<file path="config.mk">
export PLATFORM = sky130hd
export DESIGN_NAME = serial_adder
export DESIGN_NICKNAME = d
export VERILOG_FILES = /design/src/rtl/serial_adder.sv
export SDC_FILE = /design/constraint.sdc
export NUM_CORES = 1
export LEC_CHECK = 0
export ABC_AREA = 1
export CAP_MARGIN = 20
export CORE_UTILIZATION = 47
export DETAILED_ROUTE_END_ITERATION = 7
export GPL_ROUTABILITY_DRIVEN = 0
export PLACE_DENSITY = 0.75
export SYNTH_ARGS = -nofsm -noshare
export SYNTH_HDL_FRONTEND = slang
export SYNTH_SLANG_ARGS = --single-unit
</file>
<file path="constraint.sdc">
create_clock -name clk -period 1.4 [get_ports clk]
set_clock_uncertainty 0.05 [all_clocks]
set_input_delay 0.28 -clock clk [delete_from_list [all_inputs] [get_ports clk]]
set_output_delay 0.28 -clock clk [all_outputs]
set_load 0.02 [all_outputs]
</file>
<file path="src/rtl/serial_adder.sv">
// Bit-serial WIDTH-bit adder: one full-adder cell plus a carry flop, LSB first.
// A start in IDLE captures the operands; done pulses one cycle after the last bit.
module serial_adder #(
    parameter int WIDTH = 4
) (
    input  logic             clk,
    input  logic             rst,
    input  logic             start,
    input  logic [WIDTH-1:0] a,
    input  logic [WIDTH-1:0] b,
    input  logic             cin,
    output logic             busy,
    output logic             done,
    output logic [WIDTH-1:0] sum,
    output logic             carry
);

    localparam int CNT_W = (WIDTH > 1) ? $clog2(WIDTH) : 1;

    typedef enum logic [1:0] {
        IDLE,
        ADD,
        DONE
    } state_t;

    state_t           r_state;
    state_t           w_state_next;
    logic [WIDTH-1:0] r_a_sh;
    logic [WIDTH-1:0] r_b_sh;
    logic [WIDTH-1:0] r_sum;
    logic [WIDTH-1:0] w_sum_next;
    logic             r_c;
    logic             r_carry;
    logic [CNT_W-1:0] r_cnt;
    logic             w_s;
    logic             w_c_next;
    logic             w_load;
    logic             w_step;
    logic             w_last;

    assign w_s      = r_a_sh[0] ^ r_b_sh[0] ^ r_c;
    assign w_c_next = (r_a_sh[0] & r_b_sh[0]) | (r_c & (r_a_sh[0] ^ r_b_sh[0]));
    assign w_last   = (r_cnt == CNT_W'(WIDTH - 1));

    // The new bit enters at the MSB, so after WIDTH shifts bit 0 lands at sum[0].
    generate
        if (WIDTH == 1) begin : g_sum_w1
            assign w_sum_next = w_s;
        end else begin : g_sum_wn
            assign w_sum_next = {w_s, r_sum[WIDTH-1:1]};
        end
    endgenerate

    always_ff @(posedge clk) begin
        if (rst) begin
            r_state <= IDLE;
        end else begin
            r_state <= w_state_next;
        end
    end

    always_comb begin
        // NOTE: every output of this block gets a default first so no latch is inferred.
        w_state_next = r_state;
        busy         = 1'b0;
        done         = 1'b0;
        w_load       = 1'b0;
        w_step       = 1'b0;
        case (r_state)
            IDLE: begin
                if (start) begin
                    w_load       = 1'b1;
                    w_state_next = ADD;
                end
            end
            ADD: begin
                busy   = 1'b1;
                w_step = 1'b1;
                if (w_last) begin
                    w_state_next = DONE;
                end
            end
            DONE: begin
                done         = 1'b1;
                w_state_next = IDLE;
            end
            default: w_state_next = IDLE;
        endcase
    end

    // NOTE: sequential state uses non-blocking assignments so every flop samples pre-edge values.
    always_ff @(posedge clk) begin
        if (rst) begin
            r_a_sh  <= '0;
            r_b_sh  <= '0;
            r_c     <= 1'b0;
            r_sum   <= '0;
            r_carry <= 1'b0;
            r_cnt   <= '0;
        end else if (w_load) begin
            r_a_sh <= a;
            r_b_sh <= b;
            r_c    <= cin;
            r_cnt  <= '0;
        end else if (w_step) begin
            r_a_sh <= r_a_sh >> 1;
            r_b_sh <= r_b_sh >> 1;
            r_sum  <= w_sum_next;
            r_c    <= w_c_next;
            r_cnt  <= r_cnt + CNT_W'(1);
            if (w_last) begin
                r_carry <= w_c_next;
            end
        end
    end

    assign sum   = r_sum;
    assign carry = r_carry;

endmodule

</file>
Yosys cells after proc, flatten, opt, wreduce, memory -nomap -nowiden
Cells that the tools add are included.

storage, ports and cells
  register bits = 18
  logic and storage cells = 38

operators by class
  $add $sub $neg = 1
  eq/ne operators = 5
  multiplexer cells = 13
  bitwise operators = 6
  reduce and logical (&&, ||, !) cells = 6

operators with widths
  kind                                                                   number
  4-bit two-way mux                                                      4
  1-bit two-way mux                                                      6
  2-bit equality test, second input constant                             2
  2-bit two-way mux                                                      2
  2-bit inequality test, second input constant                           2
  2-bit case mux with 2 select lines                                     1
  2-bit AND reduction                                                    2
  3-bit AND reduction                                                    1
  2-bit by 1-bit adder with 2-bit output, second input constant          1
  1-bit AND                                                              2
  2-bit by 1-bit equality test with 1-bit output, second input constant  1
  2-bit logical NOT                                                      1
  2-bit nonzero test                                                     1
  2-bit OR reduction                                                     1
  1-bit XOR                                                              2
  1-bit inverter                                                         1
  1-bit OR                                                               1

Longest topological paths before layout
  word-level depth = 5
  depth in mapped cells = 8
  mapped depth without buffers = 6

Worst setup path after synthesis
No wires, ideal clock.

  path kind = register -> output
  from = register r_state[1]
  to = output port done
  arrival = 831 ps
  required time = 1070 ps
  slack = 239 ps
  cell stages (with the launch flop) = 3
  cells stage by stage = dfxtp_1 inv_4 nor2_1

on the way
  longest elaborated chain between the ends = 2

RTL lines
  element                 line  text
  from (decl)             26    state_t r_state;
  from (signal assigned)  58    r_state <= w_state_next;
  2-bit equality test     69    case (r_state)
  1-bit two-way mux       69
  to (decl)               13    output logic done,

Every way passes these cells.

Final worst setup path
  from = register r_sum[1] (netlist: sum[1])
  to = output port sum[1]

RTL lines
  element                 line  text
  from (decl)             30    logic [WIDTH-1:0] r_sum;
  from (signal assigned)  108   r_sum <= w_sum_next;
  to (decl)               14    output logic [WIDTH-1:0] sum,

No word-level cell between the ends.

==> results_dict.tcl <==
set metrics [dict create \
    outcome "completed" \
    grt.overflow.total 0 \
    final_core_util_pct 67.9 \
    hold_viol_final 0 \
    fillers 138 \
    worstPathMaxFanout 3 \
    synthMuxAreaShare_pct 0 \
    postSynth.asyncResetShare_pct 0 \
    hpwlAfterDp_um 1340 \
    yosys_register_bits 18 \
    grt_pass1_vias 754 \
    route.vias.total 779 \
    dr.pass1.iters 6 \
    crit_buf_inv 1 \
    start_util_pct 53.1 \
    antenna_found_initial 0 \
    stdcell_area_um2 1070 \
    maxCapViolations 0 \
    clk_path_buf_depth 2 \
    ys.warnings.count 0 \
    post-cts-setup-buffers 0 \
    rsz0062_at_grt "false" \
    cts_tree "built" \
    start_kind "flip-flop" \
    io_pins 19 \
    diodes 0 \
    crit_required_ns 1.07 \
    powerDensity_nw_per_um2 959 \
    synth-seq-area-share_pct 43.0 \
    synthAdderAreaFrac_pct 3.89 \
    ys_top_cells_by_count "31 x nand2_1, 20 x nor2_1, 18 x dfxtp_1" \
    cts.htree.levels 1 \
    dpl-instance-area_um2 1060 \
    synth_top_family_by_area "simple AND/OR/NAND/NOR gates" \
    netlist_area_um2 837 \
    synth-edff-count 0 \
    hold_path_class "flip-flop to flip-flop" \
    die_w_um 44.2 \
    synth-main-ff-cell "dfxtp_1" \
    total_power_w 0.00103 \
    crit_chain "dlygate4sd2_1" \
    die_area_um2 1950 \
    cts_hold_buf 0 \
    cp.arrival_ns 1.02 \
    clock_sinks 18 \
    finalCriticalPeriod_ns 1.35 \
    place_ws_ns -0.0990 \
    ant_nets 0 \
    synth-compound-area-share_pct 8.82 \
    whs_ns 0.424 \
    worst_path_largest_cell_delay_ns 0.37 \
    rows 14 \
    avgRoutedWirePerCell_um 11.7 \
    vdd_drop_max_v 0.000777 \
    fp.coreArea_um2 1580 \
    drt_iter0_drc 19 \
    synth_nets 128 \
    fmax_mhz 743 \
    groute.usage.overall_pct 22.6 \
    multi_input_area_um2 402 \
    finalCritPeriodShare_pct 96.1 \
    area_growth_pct 27.8 \
    synth.avg_cell_area_um2 7.34 \
    yosysTopAreaCell "dfxtp_1" \
    drc 0 \
    synthSimpleGateAreaFrac_pct 34.2 \
    clkTransAtPathRegs_ns 0.09 \
    clk_latency_ns 0.30 \
    tightest_slew_ns 0.265 \
    syn_inst 114 \
    synth_cell_type_count 21 \
    drive_gt1_share_pct 15.9 \
    port_buffers 18 \
    timing.slew.headroom_pct 82.3 \
    fp.dieH_um 44.2 \
    synth-xor-area-share_pct 1.05 \
    cts_root_buffer "clkbuf_4" \
    end_kind "output port" \
    maxSlewViolCount 0 \
    num-nets-final 154 \
    fin_ws_ns 0.0544 \
    seqCellArea_um2 365 \
    cts_buffers 3 \
    setup_viol 0 \
    slowest_stage "dfxtp_1" \
    yosysMostFrequentCell "nand2_1" \
    criticalPathCategory "flip-flop to output port" \
    yosysTopAreaCellShare_pct 43.0 \
    critPathTopFamily "flip-flops" \
    netlist_top_cells_area "dfxtp_1 43%, nand2_1 14%, nor2_1 9.0%" \
    vias_per_cell 5.06 \
    p_leak_nw 0.510 \
    finalWirelength_um 1810 \
    grt_first_pass_wirelength_um 3180 \
    grt_max_degree 11 \
]
final timing paths:
kind	depth (start not counted)	from	slack, ns	end
setup / recovery	1	sum[1]	0.05	sum[1]
setup reg to reg	3	r_a_sh[0]	0.15	sum[3]
hold reg to reg	2	r_b_sh[2]	0.42	r_b_sh[2]
hold / removal	2	r_b_sh[2]	0.42	r_b_sh[2]
cell usage in the layout, fill, tap and decap left out, drive strengths merged:
cell / synthesis / layout
a21oi: 6 / 6
buf: 3 / 9
clkbuf: 1 / 3
clkdlybuf4s50: 0 / 11
clkinv: 4 / 4
dfxtp: 18 / 18
dlygate4sd2: 0 / 5
fa: 1 / 1
ha: 1 / 1
inv: 7 / 7
nand2: 33 / 33
nand3: 11 / 11
nor2: 22 / 22
o21a: 1 / 1
o21ai: 5 / 5
xor2: 1 / 1
metrics by stage:
stage,setup TNS (ns),cells
after floorplan,0,114
after detailed placement,-0.341,151
after global placement,-0.0706,151
after global routing,0,154
after CTS,0,154
final,0,154
per-layer routing:
layer  wire (um)  share of wire [%]  up-vias  global-route usage (%)
met5           0                  0        -                       0
met4          16               0.88        0                    7.27
met3          92                5.1        2                    6.53
met2         913                 50       17                    38.8
met1         786                 43      355                    27.2
li1            -                  -      405                       -
power breakdown:
part	leakage, nW	internal, W	switching (W)
sequential	0.149	0.000543	0.0000209
combinational	0.348	0.0000942	0.000117
clock	0.0138	0.000100	0.000151
total	0.510	0.000738	0.000288
tightest hold or removal path: stages, from the launching register on:
cell,delay (ns)
dfxtp_1,0.32
nand2_1,0.06
a21oi_1,0.05
layout make-up:
cell class	instances	area share, %
clock buffers	3	2.11
inverters	11	4.09
multi-input cells	81	37.5
flip-flops and latches	18	34.2
well taps	16	1.87
repair buffers	25	20.2
state kept, by name, indices dropped and copies added, names as in the netlist:
signal / cells
r_a_sh: 4
r_b_sh: 4
sum: 4
r_cnt: 2
r_state: 2
carry: 1
r_c: 1
cell families after synthesis:
group | after synthesis
and+or+nand+nor | 66
DFF | 18
buffers and inverters | 15
AOI/OAI and AO/OA | 12
adders and majority gates | 2
xor gates and xnor gates | 1
what timing repair did:
item                                    CTS  global route
pin swaps                                 0             0
endpoints found under the setup margin    7             1
resized for setup                        14             2
No activity file was read; power rests on OpenSTA's default activity.
